### config.mk
export PLATFORM = sky130hd
export DESIGN_NAME = clkdiv_multi
export DESIGN_NICKNAME = d
export VERILOG_FILES = /design/src/rtl/clkdiv_pkg.sv /design/src/rtl/clkdiv_channel.sv /design/src/rtl/clkdiv_multi.sv
export SDC_FILE = /design/constraint.sdc
export NUM_CORES = 1
export LEC_CHECK = 0
export CORE_UTILIZATION = 50
export DETAILED_ROUTE_END_ITERATION = 10
export GPL_ROUTABILITY_DRIVEN = 0
export PLACE_DENSITY = 0.65
export SLEW_MARGIN = 20
export SYNTH_ARGS = -nofsm -noshare
export SYNTH_HDL_FRONTEND = slang
export SYNTH_SLANG_ARGS = --single-unit
### constraint.sdc
create_clock -name clk_i -period 7 [get_ports clk_i]
set_input_delay 1.05 -clock clk_i [delete_from_list [all_inputs] [get_ports clk_i]]
set_output_delay 1.05 -clock clk_i [all_outputs]
set_load 0.01 [all_outputs]
### src/rtl/clkdiv_pkg.sv
// Shared defaults for the multi-channel clock-enable generator.
// Optional per-channel tick counters are enabled with CLKDIV_TICK_CNT_EN.
package clkdiv_pkg;

    localparam int unsigned CNT_W_DEF   = 32;
    localparam int unsigned RST_DIV_DEF = 100000;
    localparam int unsigned TICK_CNT_W  = 16;

endpackage

### src/rtl/clkdiv_channel.sv
// One divider channel: divisor, single pending slot, counter, registered tick/square outputs.
// CLKDIV_TICK_CNT_EN adds a free-running 16-bit count of tick cycles.
module clkdiv_channel
    import clkdiv_pkg::*;
#(
    parameter int unsigned CNT_W   = CNT_W_DEF,
    parameter int unsigned RST_DIV = RST_DIV_DEF
) (
    input  logic             clk,
    input  logic             rst,
    input  logic             load,
    input  logic [CNT_W-1:0] load_div,
    input  logic             sync,
    output logic             pending,
    output logic             tick,
    output logic             sq
`ifdef CLKDIV_TICK_CNT_EN
    ,
    output logic [TICK_CNT_W-1:0] tick_cnt
`endif
);

    localparam logic [CNT_W-1:0] RST_D  = CNT_W'(RST_DIV);
    localparam logic             RST_SQ = (RST_D >= CNT_W'(2));

    logic [CNT_W-1:0] div;
    logic [CNT_W-1:0] pend_div;
    logic [CNT_W-1:0] cnt;
    logic [CNT_W-1:0] div_next;
    logic [CNT_W-1:0] cnt_next;
    logic             wrap;
    logic             apply;

    // Outputs are registered from the next-state values so they line up with cnt.
    always_comb begin
        wrap     = (div != '0) && (cnt == div - CNT_W'(1));
        apply    = pending && (sync || wrap || (div == '0));
        div_next = apply ? pend_div : div;
        cnt_next = (sync || wrap || apply || (div == '0)) ? '0 : cnt + CNT_W'(1);
    end

    always_ff @(posedge clk or negedge rst) begin
        if (!rst) begin
            div      <= RST_D;
            pend_div <= '0;
            pending  <= 1'b0;
            cnt      <= '0;
            tick     <= 1'b0;
            sq       <= RST_SQ;
        end else begin
            div  <= div_next;
            cnt  <= cnt_next;
            tick <= (div_next != '0) && (cnt_next == div_next - CNT_W'(1));
            sq   <= (cnt_next < (div_next >> 1));
            // Accept only happens with the slot empty, so it never races an apply.
            if (load) begin
                pending  <= 1'b1;
                pend_div <= load_div;
            end else if (apply) begin
                pending <= 1'b0;
            end
        end
    end

`ifdef CLKDIV_TICK_CNT_EN
    always_ff @(posedge clk or negedge rst) begin
        if (!rst) begin
            tick_cnt <= '0;
        end else begin
            tick_cnt <= tick_cnt + TICK_CNT_W'(tick);
        end
    end
`endif

endmodule

### src/rtl/clkdiv_multi.sv
// Multi-channel programmable clock-enable generator: config demux, ready mux, error pulse, sync fan-out.
// Define CLKDIV_TICK_CNT_EN to expose per-channel 16-bit tick counters on tick_cnt_o.
module clkdiv_multi
    import clkdiv_pkg::*;
#(
    parameter int unsigned NUM_CH  = 4,
    parameter int unsigned CNT_W   = CNT_W_DEF,
    parameter int unsigned RST_DIV = RST_DIV_DEF,
    parameter int unsigned CH_W    = (NUM_CH > 1) ? $clog2(NUM_CH) : 1
) (
    input  logic              clk_i,
    input  logic              rst_i,
    input  logic              cfg_valid_i,
    output logic              cfg_ready_o,
    input  logic [CH_W-1:0]   cfg_ch_i,
    input  logic [CNT_W-1:0]  cfg_div_i,
    output logic              cfg_err_o,
    input  logic              sync_i,
    output logic [NUM_CH-1:0] tick_o,
    output logic [NUM_CH-1:0] sq_o
`ifdef CLKDIV_TICK_CNT_EN
    ,
    output logic [NUM_CH*TICK_CNT_W-1:0] tick_cnt_o
`endif
);

    logic [NUM_CH-1:0]    pend;
    logic [NUM_CH-1:0]    load;
    logic [2**CH_W-1:0]   pend_pad;
    logic [31:0]          ch_ext;
    logic                 in_range;
    logic                 accept;

    // Unused select codes read as "not pending", so out-of-range requests are always ready.
    always_comb begin
        pend_pad             = '0;
        pend_pad[NUM_CH-1:0] = pend;
    end

    assign cfg_ready_o = !pend_pad[cfg_ch_i];
    assign accept      = cfg_valid_i && cfg_ready_o;
    assign ch_ext      = 32'(cfg_ch_i);
    assign in_range    = (ch_ext < 32'(NUM_CH));

    always_comb begin
        for (int unsigned c = 0; c < NUM_CH; c++) begin
            load[c] = accept && in_range && (ch_ext == c);
        end
    end

    always_ff @(posedge clk_i or negedge rst_i) begin
        if (!rst_i) begin
            cfg_err_o <= 1'b0;
        end else begin
            cfg_err_o <= accept && !in_range;
        end
    end

    for (genvar c = 0; c < NUM_CH; c++) begin : g_ch
        clkdiv_channel #(
            .CNT_W  (CNT_W),
            .RST_DIV(RST_DIV)
        ) u_ch (
            .clk     (clk_i),
            .rst     (rst_i),
            .load    (load[c]),
            .load_div(cfg_div_i),
            .sync    (sync_i),
            .pending (pend[c]),
            .tick    (tick_o[c]),
            .sq      (sq_o[c])
`ifdef CLKDIV_TICK_CNT_EN
            ,
            .tick_cnt(tick_cnt_o[c*TICK_CNT_W +: TICK_CNT_W])
`endif
        );
    end

endmodule

==> metrics list, run 1 <==
- The flow ran to the end, and the final reports show no timing, DRC or antenna violations.
- Measured against its own limit, the worst slew margin works out to 26.5%.
* Share of post-route cells with drive strength above 1: 11.1%
- Clock tree from TritonCTS: built
- Pin count of the biggest net entering global routing: 148
* Number of input and output port buffers inserted: 46
- Number of fill cells in the layout: 5,674
* CP Capture Type: flip-flop
- After floorplanning, the core was divided into 91 placement rows.
- Yosys printed 0 warnings.
* Post-detailed-route via-to-cell ratio: 6.35
- CTS H-tree depth: 2
* Post-layout nets: 3,781
- Together, buffers and inverters on the worst path number 0.
* Effective utilization at floorplan: 50.9%
* Drt first pass iters: 8
* Leading post-synthesis cells by cell area: sky130_fd_sc_hd__dfrtp_1 (29%), sky130_fd_sc_hd__ha_1 (5.5%), sky130_fd_sc_hd__mux2_2 (5.3%), sky130_fd_sc_hd__xnor2_1 (5.0%), sky130_fd_sc_hd__xor2_1 (4.9%)
- In this run the vertical extent of the chip is 253 um.
* Cell family contributing the most delay on the critical path: simple AND/OR/NAND/NOR gates
* Global-route congestion overflow total: 0
* Final hold violation count: 0
- The average instance in the mapped netlist occupies 8.59 um^2.
- Dominant cell type by area after synthesis: sky130_fd_sc_hd__dfrtp_1
- Required time of the critical path: 7.52 ns
- Setup repair after global routing left no endpoint under its margin.
- Most used flip-flop cell after synthesis: sky130_fd_sc_hd__dfrtp_1
- In this run the horizontal extent of the chip is 253 um.
* Cell-by-cell listing of the critical path: or4_1 > nor3_1 > a41oi_1 > or4_1 > nor4_1 > nand4_1 > a21oi_4 > nor2_1 > a21oi_1 > ha_1 > nand3_1 > nor2_1 > nand2_1 > a211oi_1 > a31oi_1 > or3_1 > o211ai_1 > o2111ai_1 > nor4_1 > and4_1
- Counting every net in the synthesized netlist gives 3,841.
* Final critical path time including I/O delays and setup: 6.65 ns
- The slowest stage of the critical path belongs to the cell sky130_fd_sc_hd__nor3_1.
- The later pin in the worst-skew pair is clocked with a latency of 0.60 ns.
* Maximum capacitance violations: 0
- The first global-routing pass estimated 161,000 um of wire.
- Detailed Route Iter0 Violations: 2,836
- The analysis attributes to cell leakage a power of 14.6 nW.
* Max frequency: 150 MHz
- Relative to the synthesized area, the layout overhead comes to 8.87%.
* Post-route fraction of the period consumed by the critical path: 95.0%
- The tightest min-delay check is of the input pin to async pin type.
- The core region is 61,900 um^2.
- Stage delay of the slowest cell on the critical path: 0.64 ns
* Post-Syn Area: 31,500 um^2
- Number of global-route vias before repair: 27,100
- Met3 global-route usage: 5.24%
- Total setup buffers inserted after CTS: 0
* Startpoint type of the worst setup path: flip-flop
- Top-area cell type share of the netlist area: 29.2%
- Once detailed placement completed, the half-perimeter wirelength came to 77,600 um.
- After synthesis, the share of flip-flops with an asynchronous set or reset is 100%.
- Multi-input gate area: 20,000 um^2
- Summing all flip-flop and latch instances after layout gives 9940 um^2.
* Number of max-slew violations in the final report: 0
- Number of distinct library cells after synthesis: 98
- Post-route ant nets: 0
- In this run, synthesis inferred 0 flip-flops with an integrated enable.
* Setup total negative slack: 0 ns
- Top-count cell post-synth: sky130_fd_sc_hd__dfrtp_1
- After detailed routing, the number of remaining DRC violations is 0.
- Number of synthesized register bits: 396
* Gr usage total: 32.3%
- Transition time of the tightest slew-check pin: 1.09 ns
* Most frequent cells after synthesis: sky130_fd_sc_hd__dfrtp_1 (368), sky130_fd_sc_hd__nor2_1 (360), sky130_fd_sc_hd__nand2_1 (228)
- The number of clock buffers added by TritonCTS is 46.
- Layer with the highest usage after global routing: met2
- Timing analysis after detailed placement gives a worst setup slack of 0.216 ns.
- Worst-path clk slew: 0.07 ns
* CP Max Fanout: 10
- Met2 layer usage reported by global route: 49.6%
* Maximum vdd ir drop: 251 uV
* Total wire length after detailed routing: 103,000 um
- Vias after detailed routing: 28,500
- Gate count after technology mapping: 3,665
- The number of antenna violations at the first check in global routing came to 5.
- Total die area: 64,000 um^2
* Maximum count of clock buffers along a single path: 3
* Met1 track demand over resource in global routing: 45.1%
- Sequential cell area fraction in the yosys report: 31.6%
- The worst setup path is of the flip-flop to flip-flop kind.
* Min setup slack post-route: 0.351 ns
- Pin placement for this block handled 48 I/O pins.
- The clock arrives with 0.0171 ns of skew.
* Power per cell area: 323 nW/um^2
* Final setup violation count: 0
- Dividing the detail-routed wire length by the instance count gives 22.9 um.
- Worst EP arrival: 7.17 ns
- The tree is rooted in a sky130_fd_sc_hd__clkbuf_16.
- The clock drives 396 sinks.
==> final timing paths <==
path	from	endpoint	slack, ns	depth (start not counted)
max	g_ch[0].u_ch.div[8]	g_ch[0].u_ch.tick	0.35	20
min	rst_i	g_ch[3].u_ch.div[0]	0.34	1
max in group asynchronous	rst_i	g_ch[0].u_ch.cnt[22]	5.39	2
min reg2reg	g_ch[1].u_ch.pend_div[28]	g_ch[1].u_ch.pend_div[28]	0.52	1
min in group clk_i	g_ch[1].u_ch.pend_div[28]	g_ch[1].u_ch.pend_div[28]	0.52	1
max reg2reg	g_ch[0].u_ch.div[8]	g_ch[0].u_ch.tick	0.35	20
==> placed cells by master, fill, tap and decap left out, types with 22 or more instances in the layout <==
master,netlist,layout
sky130_fd_sc_hd__a31oi_1,29,29
sky130_fd_sc_hd__dfstp_2,28,28
sky130_fd_sc_hd__xnor2_1,180,180
sky130_fd_sc_hd__nor2b_1,51,51
sky130_fd_sc_hd__a21o_1,47,47
sky130_fd_sc_hd__dfrtp_1,368,368
sky130_fd_sc_hd__nand3_1,109,109
sky130_fd_sc_hd__and4_1,23,23
sky130_fd_sc_hd__clkdlybuf4s50_1,0,45
sky130_fd_sc_hd__ha_1,138,137
sky130_fd_sc_hd__nor3_1,139,135
sky130_fd_sc_hd__or3_1,54,54
sky130_fd_sc_hd__clkbuf_16,0,49
sky130_fd_sc_hd__o21ai_0,122,122
sky130_fd_sc_hd__nor4_1,85,85
sky130_fd_sc_hd__nand4_1,89,89
sky130_fd_sc_hd__nor2_1,360,358
sky130_fd_sc_hd__or2_2,33,33
sky130_fd_sc_hd__and2_1,43,43
sky130_fd_sc_hd__inv_1,196,196
sky130_fd_sc_hd__o221ai_1,29,29
sky130_fd_sc_hd__mux2i_1,131,131
sky130_fd_sc_hd__and3_1,56,56
sky130_fd_sc_hd__buf_4,12,53
sky130_fd_sc_hd__mux2_2,148,148
sky130_fd_sc_hd__o211ai_1,22,22
sky130_fd_sc_hd__nand2b_1,29,29
sky130_fd_sc_hd__a211oi_1,26,26
sky130_fd_sc_hd__nand2_1,228,226
sky130_fd_sc_hd__nand3b_1,22,22
sky130_fd_sc_hd__or4_1,35,35
sky130_fd_sc_hd__xor2_1,177,177
sky130_fd_sc_hd__a21oi_1,167,167
==> final cells by class <==
| cell class | count | area share (%) |
|---|---|---|
| sequential | 396 | 29.0 |
| timing repair buffer | 102 | 2.71 |
| clock buffer | 62 | 3.92 |
| inverter | 198 | 2.17 |
| tap | 837 | 3.05 |
| clock inverter | 23 | 0.715 |
| antenna | 2 | 0.0146 |
| multi-input combinational | 2861 | 58.4 |
==> per-stage QoR <==
step / total power, mW / std cells / hold slack, ns / cell area, um^2 / util [%]
detailed placement: 8.41 / 4393 / 0.514 / 32600 / 52.7
finish: 11.1 / 4481 / 0.344 / 34300 / 55.4
global route: 11.7 / 4479 / 0.370 / 34300 / 55.4
global placement: 8.38 / 4393 / 0.504 / 32600 / 52.7
CTS: 11.0 / 4478 / 0.330 / 34200 / 55.3
floorplan: 6.97 / 3665 / 0.486 / 31500 / -
==> power by group <==
group | total (mW) | switching [mW] | internal (mW)
Sequential | 4.03 | 1.20 | 2.83
Combinational | 4.52 | 2.60 | 1.91
Clock | 2.54 | 1.05 | 1.50
Total | 11.1 | 4.85 | 6.24
==> flip-flops by register name (all words and copies together), names as in the netlist <==
signal              cells
g_ch.u_ch.sq            4
g_ch.u_ch.pend_div    128
g_ch.u_ch.cnt         128
g_ch.u_ch.div         128
g_ch.u_ch.tick          4
g_ch.u_ch.pending       4
==> metal layers <==
layer	vias up	share of wire [%]
met4	0	4.2
met5	-	0
met1	13700	43
li1	13100	-
met2	1314	44
met3	269	8.4
==> what timing repair did <==
action / CTS / global route
resized for setup: 0 / 7
endpoints found under the setup margin: 0 / 4
hold buffers: 0 / 0
==> cells by family after synthesis <==
logic type	after synthesis	synth area share, %
simple gates	1423	23.7
compound gates	652	14.1
buf+inv	408	5.12
flops	396	31.6
xor+xnor	363	10.4
mux	282	9.60
fa+ha+maj	140	5.54
other cells	1	0.0119
Note: power is estimated with default switching activity, not from simulation.
==> run 2, diff against run 1 <==
- CORE_MARGIN: default -> 2
- CORE_UTILIZATION: 50 -> 58
- PLACE_DENSITY: 0.65 -> 0.74
==> run 2 against run 1 <==
Combinational power is essentially flat. Wire length is 2.7% lower. Utilization up 8.2 points. Clock skew up 0.016 ns. Largest power group unchanged. Largest cell class unchanged. Register-to-register slack gained 0.18 ns. Sequential share of layout area rose by 0.13 points. Final area shrank 0.43%. Power up 0.95%. Die area is 12% lower. Sequential power barely moved. Sequential cell count unchanged. Via count up 1.6%.
==> metrics list, run 2 (synthesis results as in run 1) <==
- Final critical path time including I/O delays and setup: 6.47 ns (-0.178 ns)
- The violation count after the first detailed-routing iteration is 3,410 (+20%).
- Vias after detailed routing: 28,900 (+1.6%)
- The cell depth of the worst flop-to-flop path was 22 (+10%).
- Maximum count of clock buffers along a single path: 3 (unchanged)
- The H-tree depth reported by CTS was 2 (unchanged).
- Total setup buffers inserted after CTS: 0 (unchanged)
- The number of hold buffers added after cts was 0 (unchanged).
- Number of antenna violations at the first check in global routing: 4 (-1)
- Setup total negative slack: 0 ns (unchanged)
- Area Overhead vs Synth: 8.40%
* Stage delay of the slowest cell on the critical path: 0.71 ns (+0.07 ns)
- The worst setup path is launched from a flip-flop.
* Post-route fraction of the period consumed by the critical path: 92.5% (-2.5 points)
- Clock net sink count: 396 (unchanged)
* Effective utilization at floorplan: 58.7% (+7.8 points)
* Run status: completed
- Global-route congestion overflow total: 0 (unchanged)
* Smallest hold slack: 0.465 ns (+0.121 ns)
* Max frequency: 155 MHz (+2.7%)
* Power per cell area: 328 nW/um^2 (+1.4%)
* Vertical die dimension: 237 um (-6.3%)
- Worst-path clk slew: 0.06 ns (about the same)
- STA classifies the critical path endpoint as a flip-flop.
* Cell-by-cell listing of the critical path: inv_1 > ha_1 > or4b_2 > nor3_2 > and3_1 > o2111ai_1 > a2111oi_2 > nand4_1 > nand2_1 > nand2_1 > buf_4 > a21boi_0 > ha_2 > nand3_1 > nor4_1 > mux2_2 > nand2_1 > xnor2_1 > nor4_1 > nand3_1 > or4_1 > nor4_1
* Number of logic stages on the critical path including buffering: 22 (+10%)
* X dimension of the die: 237 um (-6.3%)
- The worst path required time was 7.49 ns (-0.03 ns).
* Cell family contributing the most delay on the critical path: simple AND/OR/NAND/NOR gates
* Half-perimeter wire length of the detailed placement result: 74,000 um (-4.6%)
- The total of endpoints with negative setup slack in the final report is 0 (unchanged).
- Total clock buffers created by CTS: 46 (unchanged)
* Cell at the root of the clock tree: sky130_fd_sc_hd__clkbuf_16
- The post-detailed-route wirelength per cell was 23.0 um (+0.62%).
- The reg-to-reg setup timing slack was 0.53 ns (+0.18 ns).
- Worst EP arrival: 6.96 ns (-0.21 ns)
- Post-detailed-route DRC marker count: 0 (unchanged)
* Share of post-route cells with drive strength above 1: 10.9% (-0.13 points)
- Hold Path Class: input pin to async pin
- The port buffer count was 46 (unchanged).
- The transition time at the pin with the least slew margin was 1.04 ns (-0.0526 ns).
* Drt first pass iters: 6 (-2)
- Number of global-route vias before repair: 27,300 (+1.0%)
- Maximum capacitance violations: 0 (unchanged)
- Post-route ant nets: 0 (unchanged)
* Largest registers: g_ch.u_ch.cnt x128, g_ch.u_ch.div x128, g_ch.u_ch.pend_div x128
- The average via count per standard cell came to 6.67 (+5.0%).
- The core outline area came to 53,700 um^2 (-13%).
- Commonest cells after routing, fill and taps aside: sky130_fd_sc_hd__dfrtp_1 (368), sky130_fd_sc_hd__nor2_1 (359), sky130_fd_sc_hd__nand2_1 (227), sky130_fd_sc_hd__inv_1 (196), sky130_fd_sc_hd__xnor2_1 (180)
- Clock tree from TritonCTS: built
- Most common library cell in the layout ignoring fill and taps: sky130_fd_sc_hd__dfrtp_1
- Power consumption: 11.2 mW (+0.95%)
- On the critical path, the stage with the largest delay is an instance of sky130_fd_sc_hd__or4b_2.
- The layout net count is 3,779 (-0.053%).
- The hold violation count in the final report was 0 (unchanged).
* Maximum vdd ir drop: 255 uV (+1.4%)
* Pin count of the biggest net entering global routing: 183 (+24%)
- The largest clock skew in the final design came to 0.0329 ns (+0.0158 ns).
- Clock latency on the worst-skew pair: 0.62 ns (+0.02 ns)
- Gr usage total: 35.2% (+3.0 points)
* # IOs: 48 (unchanged)
- By startpoint and endpoint, the worst setup path is classified as flip-flop to flip-flop.
- The max-slew violation total from the final report is 0 (unchanged).
- The leakage power was 14.6 nW (+0.13%).
- Unrepaired setup endpoints after global routing: false
* Worst path buffer plus inverter count: 2 (+2)
* Worst-case headroom to the max-slew limit: 30.0% (+3.6 points)
* CP Max Fanout: 26 (+16)
* Total wire length after detailed routing: 99,900 um (-2.7%)
* Row cnt: 85 (-6.6%)
- Global-route wire length before repair: 157,000 um (-2.5%)
* Total die area: 56,200 um^2 (-12%)
==> run 2: cell type report <==
type / count / area (um^2)
Inverter: 198 / 743
Clock inverter: 20 / 307
Tap cell: 696 / 871
Fill cell: 4579 / 19600
Antenna cell: 1 / 2.50
Sequential cell: 396 / 9940
Timing Repair Buffer: 100 / 896
Multi-Input combinational cell: 2861 / 20000
Clock buffer: 63 / 1350
==> run 2: repair_timing <==
item	in CTS	in global routing
gates resized for setup	0	5
setup endpoints to repair	0	3
endpoints found under the hold margin	0	0
==> run 2: path summary, 6_finish.rpt <==
kind,start,endpoint
worst max-delay path,g_ch[2].u_ch.div[1],g_ch[2].u_ch.tick
min in group clk_i,g_ch[1].u_ch.pend_div[28],g_ch[1].u_ch.pend_div[28]
max in group asynchronous,rst_i,g_ch[1].u_ch.cnt[12]
worst min register to register,g_ch[1].u_ch.pend_div[28],g_ch[1].u_ch.pend_div[28]
worst max register to register,g_ch[2].u_ch.div[1],g_ch[2].u_ch.tick
worst min-delay path,rst_i,g_ch[2].u_ch.cnt[19]
==> run 2: report_power, final <==
| group | internal [mW] | switching, mW |
|---|---|---|
| logic | 1.92 | 2.61 |
| registers | 2.83 | 1.17 |
| clock network | 1.61 | 1.06 |
==> run 2: worst reg2reg max path, delay by kind of cell, from the launching register on <==
kind	cells	cell delay, ns
XOR/XNOR	1	0.13
AO/OA/AOI/OAI	3	1.04
adder cells (fa/ha/maj)	2	0.63
multiplexers	1	0.25
flip-flops	1	0.38
AND/OR/NAND/NOR	13	3.57
buffers and inverters	2	0.36
==> run 2: metrics by stage <==
step | instance area, um^2 | worst slack, ns | utilization [%] | cells
3_5_place_dp | 32500 | 0.435 | 60.4 | 4251
2_1_floorplan | 31500 | 0.390 | - | 3665
6_report | 34100 | 0.528 | 63.6 | 4335
4_1_cts | 34100 | 0.415 | 63.5 | 4334
3_3_place_gp | 32500 | 0.576 | 60.4 | 4251
5_1_grt | 34100 | 0.0322 | 63.6 | 4334
==> run 2: metal layers <==
layer	global-route usage (%)	part of all wire (%)
met5	0	0
met4	17.4	5.4
met3	7.09	9.9
met2	53.4	43
met1	48.1	42
